`src/rtl/sram_arb_pkg.sv`:
```
`default_nettype none
// ============================================================================
// Module  : sram_arb_pkg
// Purpose : Shared types and default constants for the two-port SRAM arbiter.
//           owner_t records which requester owns the read in flight.
// Ports   : none (package)
// Rev     : 1.0  initial release
// ============================================================================
package sram_arb_pkg;

  localparam int C_ADDR_WIDTH   = 8;
  localparam int C_DATA_WIDTH   = 8;
  localparam int C_STARVE_LIMIT = 4;

  typedef enum logic [1:0] {
    OWN_NONE = 2'd0,
    OWN_A    = 2'd1,
    OWN_B    = 2'd2
  } owner_t;

endpackage
`default_nettype wire

```
`src/rtl/sram_arbiter.sv`:
```
`default_nettype none
// ============================================================================
// Module  : sram_arbiter
// Purpose : Front end for a single-port synchronous SRAM. Arbitrates between
//           a read-only fetch port (A) and a read/write data port (B). B has
//           fixed priority; a starvation counter hands priority to A after
//           STARVE_LIMIT consecutive denied cycles. Read data is returned to
//           the owning port one cycle after grant.
// Ports   : clk, rst_n               clock, async active-low reset
//           a_req/a_addr             port A read request
//           a_gnt/a_rvalid/a_rdata   port A grant and read return
//           b_req/b_we/b_addr/b_wdata port B request
//           b_gnt/b_rvalid/b_rdata   port B grant and read return
//           mem_addr/mem_we/mem_wdata/mem_rdata  SRAM side
// Rev     : 1.0  initial release
// ============================================================================
module sram_arbiter
  import sram_arb_pkg::*;
#(
  parameter int ADDR_WIDTH   = C_ADDR_WIDTH,
  parameter int DATA_WIDTH   = C_DATA_WIDTH,
  parameter int STARVE_LIMIT = C_STARVE_LIMIT
) (
  input  logic                  clk,
  input  logic                  rst_n,
  input  logic                  a_req,
  input  logic [ADDR_WIDTH-1:0] a_addr,
  output logic                  a_gnt,
  output logic                  a_rvalid,
  output logic [DATA_WIDTH-1:0] a_rdata,
  input  logic                  b_req,
  input  logic                  b_we,
  input  logic [ADDR_WIDTH-1:0] b_addr,
  input  logic [DATA_WIDTH-1:0] b_wdata,
  output logic                  b_gnt,
  output logic                  b_rvalid,
  output logic [DATA_WIDTH-1:0] b_rdata,
  output logic [ADDR_WIDTH-1:0] mem_addr,
  output logic                  mem_we,
  output logic [DATA_WIDTH-1:0] mem_wdata,
  input  logic [DATA_WIDTH-1:0] mem_rdata
);

  localparam int                   C_CNT_WIDTH = $clog2(STARVE_LIMIT + 1);
  localparam logic [C_CNT_WIDTH-1:0] C_LIMIT   = C_CNT_WIDTH'(STARVE_LIMIT);

  owner_t                 r_owner;
  owner_t                 w_owner_nxt;
  logic [C_CNT_WIDTH-1:0] r_starve_cnt;
  logic [C_CNT_WIDTH-1:0] w_starve_nxt;
  logic                   w_prio_a;

  // --------------------------------------------------------------------------
  // Arbitration: B wins contention unless A has been starved to the limit.
  // --------------------------------------------------------------------------
  assign w_prio_a = (r_starve_cnt == C_LIMIT);
  assign a_gnt    = a_req & (~b_req | w_prio_a);
  assign b_gnt    = b_req & ~(a_req & w_prio_a);

  // --------------------------------------------------------------------------
  // SRAM drive. With no grant the address still follows a requester so the
  // SRAM sees a defined address; mem_we is gated by the grant.
  // --------------------------------------------------------------------------
  assign mem_addr  = a_gnt ? a_addr : (b_req ? b_addr : a_addr);
  assign mem_we    = b_gnt & b_we;
  assign mem_wdata = b_wdata;

  // --------------------------------------------------------------------------
  // Next-state logic for read ownership and the starvation counter.
  // --------------------------------------------------------------------------
  always_comb begin
    w_owner_nxt = OWN_NONE;
    if (a_gnt) begin
      w_owner_nxt = OWN_A;
    end else if (b_gnt & ~b_we) begin
      w_owner_nxt = OWN_B;
    end
  end

  always_comb begin
    w_starve_nxt = r_starve_cnt;
    if (a_gnt | ~a_req) begin
      w_starve_nxt = '0;
    end else if (r_starve_cnt != C_LIMIT) begin
      w_starve_nxt = r_starve_cnt + C_CNT_WIDTH'(1);
    end
  end

  // --------------------------------------------------------------------------
  // State registers. An async reset drops any read in flight.
  // --------------------------------------------------------------------------
  always_ff @(posedge clk or negedge rst_n) begin
    if (!rst_n) begin
      r_owner      <= OWN_NONE;
      r_starve_cnt <= '0;
    end else begin
      r_owner      <= w_owner_nxt;
      r_starve_cnt <= w_starve_nxt;
    end
  end

  // --------------------------------------------------------------------------
  // Read return: SRAM output is shared; rvalid steers it to the owner.
  // --------------------------------------------------------------------------
  assign a_rvalid = (r_owner == OWN_A);
  assign b_rvalid = (r_owner == OWN_B);
  assign a_rdata  = mem_rdata;
  assign b_rdata  = mem_rdata;

endmodule
`default_nettype wire

```
`config.mk`:
```
export PLATFORM = sky130hd
export DESIGN_NAME = sram_arbiter
export DESIGN_NICKNAME = d
export VERILOG_FILES = /design/src/rtl/sram_arb_pkg.sv /design/src/rtl/sram_arbiter.sv
export SDC_FILE = /design/constraint.sdc
export NUM_CORES = 1
export LEC_CHECK = 0
export CORE_ASPECT_RATIO = 0.6
export CORE_MARGIN = 5
export CORE_UTILIZATION = 28
export DETAILED_ROUTE_END_ITERATION = 16
export PLACE_DENSITY = 0.81
export SETUP_SLACK_MARGIN = 0.2
export SLEW_MARGIN = 20
export SYNTH_ARGS = -nofsm -noshare
export SYNTH_HDL_FRONTEND = slang
export SYNTH_SLANG_ARGS = --single-unit
```
`constraint.sdc`:
```
create_clock -name clk -period 1.67 [get_ports clk]
set_input_delay 0.4175 -clock clk [delete_from_list [all_inputs] [get_ports clk]]
set_output_delay 0.4175 -clock clk [all_outputs]
set_load 0.01 [all_outputs]
```
==> run metrics, run 1 <==
CP Class register to output pin; number of fillers in the final layout 236; Worst Slack Setup Final -0.186 ns; drt total wl 2.03 mm; Die Outline Area 3500 um2; power per standard cell area 521 nW/um2; starting density of the core 0.302; Placement Rows 13; switching pwr 0.000136 W; failing checks setup timing; count of inserted antenna diode cells 0; Peak Freq 539 MHz; Wirelength per Cell 14.5 um; number of vias in the routed layout 679; asr flop ratio synth 1.00; number of setup violations in the final report 11; EDFF count, synth 0; number of hold buffers added after cts 0; classification of the worst-slack hold path input pin to asynchronous set/reset pin; final critical path time including I/O delays and setup 1.86 ns; Boundary Pins 74; # DRC 0; Yosys Warn Count 0; clock network fraction of total power 0.423; Yosys cell types 21; Internal Power 0.000399 W; Seq cells post-synth 5; number of detailed-route iterations in the first pass 4; H-tree depth 1; number of global-route vias before repair 701; Final Non-Filler Cells 140; Die H 47.8 um; clock latency reported for the late side of the worst-skew pair 0.22 ns; Clock Sink Count 5; data required time at the worst endpoint 1.25 ns; static leakage 0.448 nW; total clock buffers created by CTS 3; endpoint class of the critical path output pin; remaining antenna violation count after routing 0; TritonCTS clock tree built; cell count after placement 127; top cells by instance count after synthesis sky130_fd_sc_hd__buf_4, sky130_fd_sc_hd__nand2_1, sky130_fd_sc_hd__nand2b_1, sky130_fd_sc_hd__nand4_1, sky130_fd_sc_hd__o211ai_1; Post-Syn Area per Cell 7.86 um2; relative contribution of combinational cells to total power 0.335; startpoint class of the critical path register; Max Buffers Root-to-Sink 2; relative max-transition margin 0.842; Fin. Hold Viols 0; count leader, synth sky130_fd_sc_hd__buf_4; combined area of all synthesized cells 668 um2; transition at the pin with the smallest max-transition slack 0.237 ns; Area contributors post-synth sky130_fd_sc_hd__buf_4, sky130_fd_sc_hd__dfrtp_1, sky130_fd_sc_hd__o211ai_1, sky130_fd_sc_hd__nand2b_1, sky130_fd_sc_hd__nand4_1; Slew Limit Fails 0; highest net fanout along the worst path 5; proportion of synthesized chip area in sequential cells 0.187; Data arrival, critical path 1.44 ns; layout cells sized above 1 0.364; fraction of power consumed by sequential logic 0.242; RD Place Congestion 0.711; global-route congestion overflow total 0; unrepaired setup endpoints after global routing true; synthesis-to-finish area growth 53.6%; number of buffer cells added on primary ports 33; root buffer cell sky130_fd_sc_hd__clkbuf_8; detailed placer's ending HPWL 1.37 mm; maximum number of pins on one net before global-route repair 12; synthesized instance count 85; post-route setup TNS -1.60 ns; clock-pin slew on the worst setup and hold paths 0.04 ns; net count after synthesis 124; die width 73.1 um; post-route cell area 1030 um2; fraction of the cycle the final worst path needs 1.11; placeable core region 2210 um2; Total Routing Usage GR 0.118; max-capacitance violation count 0; first-pass GRT wire length 3.11 mm; net switching share of the total power 0.253; final clock skew 0.00233 ns; highest ir drop seen on vdd 0.000257 V; number of vias per cell after detailed routing 4.85; area share of the largest cell type after synthesis 0.270; outcome finished, violations left; initial antenna violation count 0; violation count after the first detailed-route iteration 17; Layout Nets 150; cell type contributing the most total cell area after synthesis sky130_fd_sc_hd__buf_4; placed instance area 901 um2; Primary FF master, synth sky130_fd_sc_hd__dfrtp_1
power by group through the flow:
stage	Clock, W	Combinational, W	Sequential, W
finish	0.000226	0.000179	0.000129
global placement	0	0.000173	0.000130
floorplan	0	0.000120	0.000130
global route	0.000242	0.000195	0.000129
detailed placement	0	0.000177	0.000130
CTS	0.000233	0.000176	0.000129
cell usage in the layout, fill, tap and decap left out:
cell type and count:
sky130_fd_sc_hd__a21boi_2 1, sky130_fd_sc_hd__a21oi_2 1, sky130_fd_sc_hd__and3_4 2, sky130_fd_sc_hd__and3b_1 1, sky130_fd_sc_hd__and4_1 1, sky130_fd_sc_hd__buf_12 1, sky130_fd_sc_hd__buf_2 11, sky130_fd_sc_hd__buf_4 11
sky130_fd_sc_hd__buf_6 4, sky130_fd_sc_hd__bufbuf_16 1, sky130_fd_sc_hd__clkbuf_1 1, sky130_fd_sc_hd__clkbuf_8 3, sky130_fd_sc_hd__clkdlybuf4s15_2 1, sky130_fd_sc_hd__clkdlybuf4s50_1 18, sky130_fd_sc_hd__dfrtp_1 5, sky130_fd_sc_hd__dlygate4sd2_1 3
sky130_fd_sc_hd__ha_4 2, sky130_fd_sc_hd__inv_2 2, sky130_fd_sc_hd__nand2_1 10, sky130_fd_sc_hd__nand2b_1 8, sky130_fd_sc_hd__nand4_1 8, sky130_fd_sc_hd__nor2b_1 3, sky130_fd_sc_hd__nor3b_1 2, sky130_fd_sc_hd__o211ai_1 8
sky130_fd_sc_hd__or2b_1 1, sky130_fd_sc_hd__or3b_1 1
registers in the layout, summed over array words and instances, names as in the netlist:
signal,flops
r_starve_cnt,3
r_owner,2
final cells by class:
cell class / instances / area, um2 / share of cell area
clock buffers: 4 / 45.0 / 0.0439
inverters: 2 / 7.51 / 0.00732
multi-input cells: 49 / 358 / 0.349
flip-flops and latches: 5 / 125 / 0.122
well taps: 30 / 37.5 / 0.0366
repair buffers: 50 / 453 / 0.441
final timing paths:
kind	start	to	slack, ns	depth (start not counted)
setup reg to reg	r_starve_cnt[1]	r_starve_cnt[2]	0.19	6
hold / removal	rst_n	r_starve_cnt[1]	0.42	1
hold reg to reg	r_starve_cnt[0]	r_starve_cnt[0]	0.58	2
min in group clk	r_starve_cnt[0]	r_starve_cnt[0]	0.58	2
setup / recovery	r_starve_cnt[1]	mem_addr[1]	-0.19	6
max in group asynchronous	rst_n	r_starve_cnt[2]	1.05	1
kinds of logic (layout without fill, tap and decap cells):
| kind of cell | Yosys count | count (layout) | share of synthesized area |
|---|---|---|---|
| simple gates | 36 | 37 | 0.318 |
| buf+inv | 32 | 56 | 0.343 |
| compound gates | 10 | 10 | 0.114 |
| flops | 5 | 5 | 0.187 |
| fa+ha+maj | 2 | 2 | 0.0374 |
critical path: stages, from the launching register on:
cell                       delay [ns]
sky130_fd_sc_hd__dfrtp_1         0.36
sky130_fd_sc_hd__inv_2           0.06
sky130_fd_sc_hd__ha_4            0.17
sky130_fd_sc_hd__and3_4          0.19
sky130_fd_sc_hd__buf_6           0.12
sky130_fd_sc_hd__o211ai_1        0.15
sky130_fd_sc_hd__buf_2           0.16
per-layer routing:
metal	GRT usage	routed length (um)
met1	0.136	891
met2	0.197	947
met3	0.0566	172
met4	0.0368	17
met5	0	0
through the flow:
step	utilization	hold slack [ns]	worst slack, ns	power, W
5_1_grt	0.464	0.438	-0.255	0.000567
3_5_place_dp	0.407	0.529	-0.642	0.000307
2_1_floorplan	-	0.122	0.185	0.000250
3_3_place_gp	0.407	0.518	-0.621	0.000303
6_report	0.464	0.421	-0.186	0.000535
4_1_cts	0.448	0.424	-0.196	0.000538
what timing repair did:
item | CTS | global route
gates cloned | 2 | 0
buffers inserted | 5 | 2
resized for setup | 57 | 4
pin swaps | 4 | 7
endpoints found under the setup margin | 13 | 11
(Power assumes the default switching activity.)
==> inputs of run 2 (changes only) <==
--- a/config.mk
+++ b/config.mk
@@ -5,6 +5,7 @@
 export SDC_FILE = /design/constraint.sdc
 export NUM_CORES = 1
 export LEC_CHECK = 0
+export CAP_MARGIN = 20
 export CORE_ASPECT_RATIO = 0.6
 export CORE_MARGIN = 5
 export CORE_UTILIZATION = 28
==> results of run 2 <==
Final layout, timing and power as in run 1 (identical DEF).
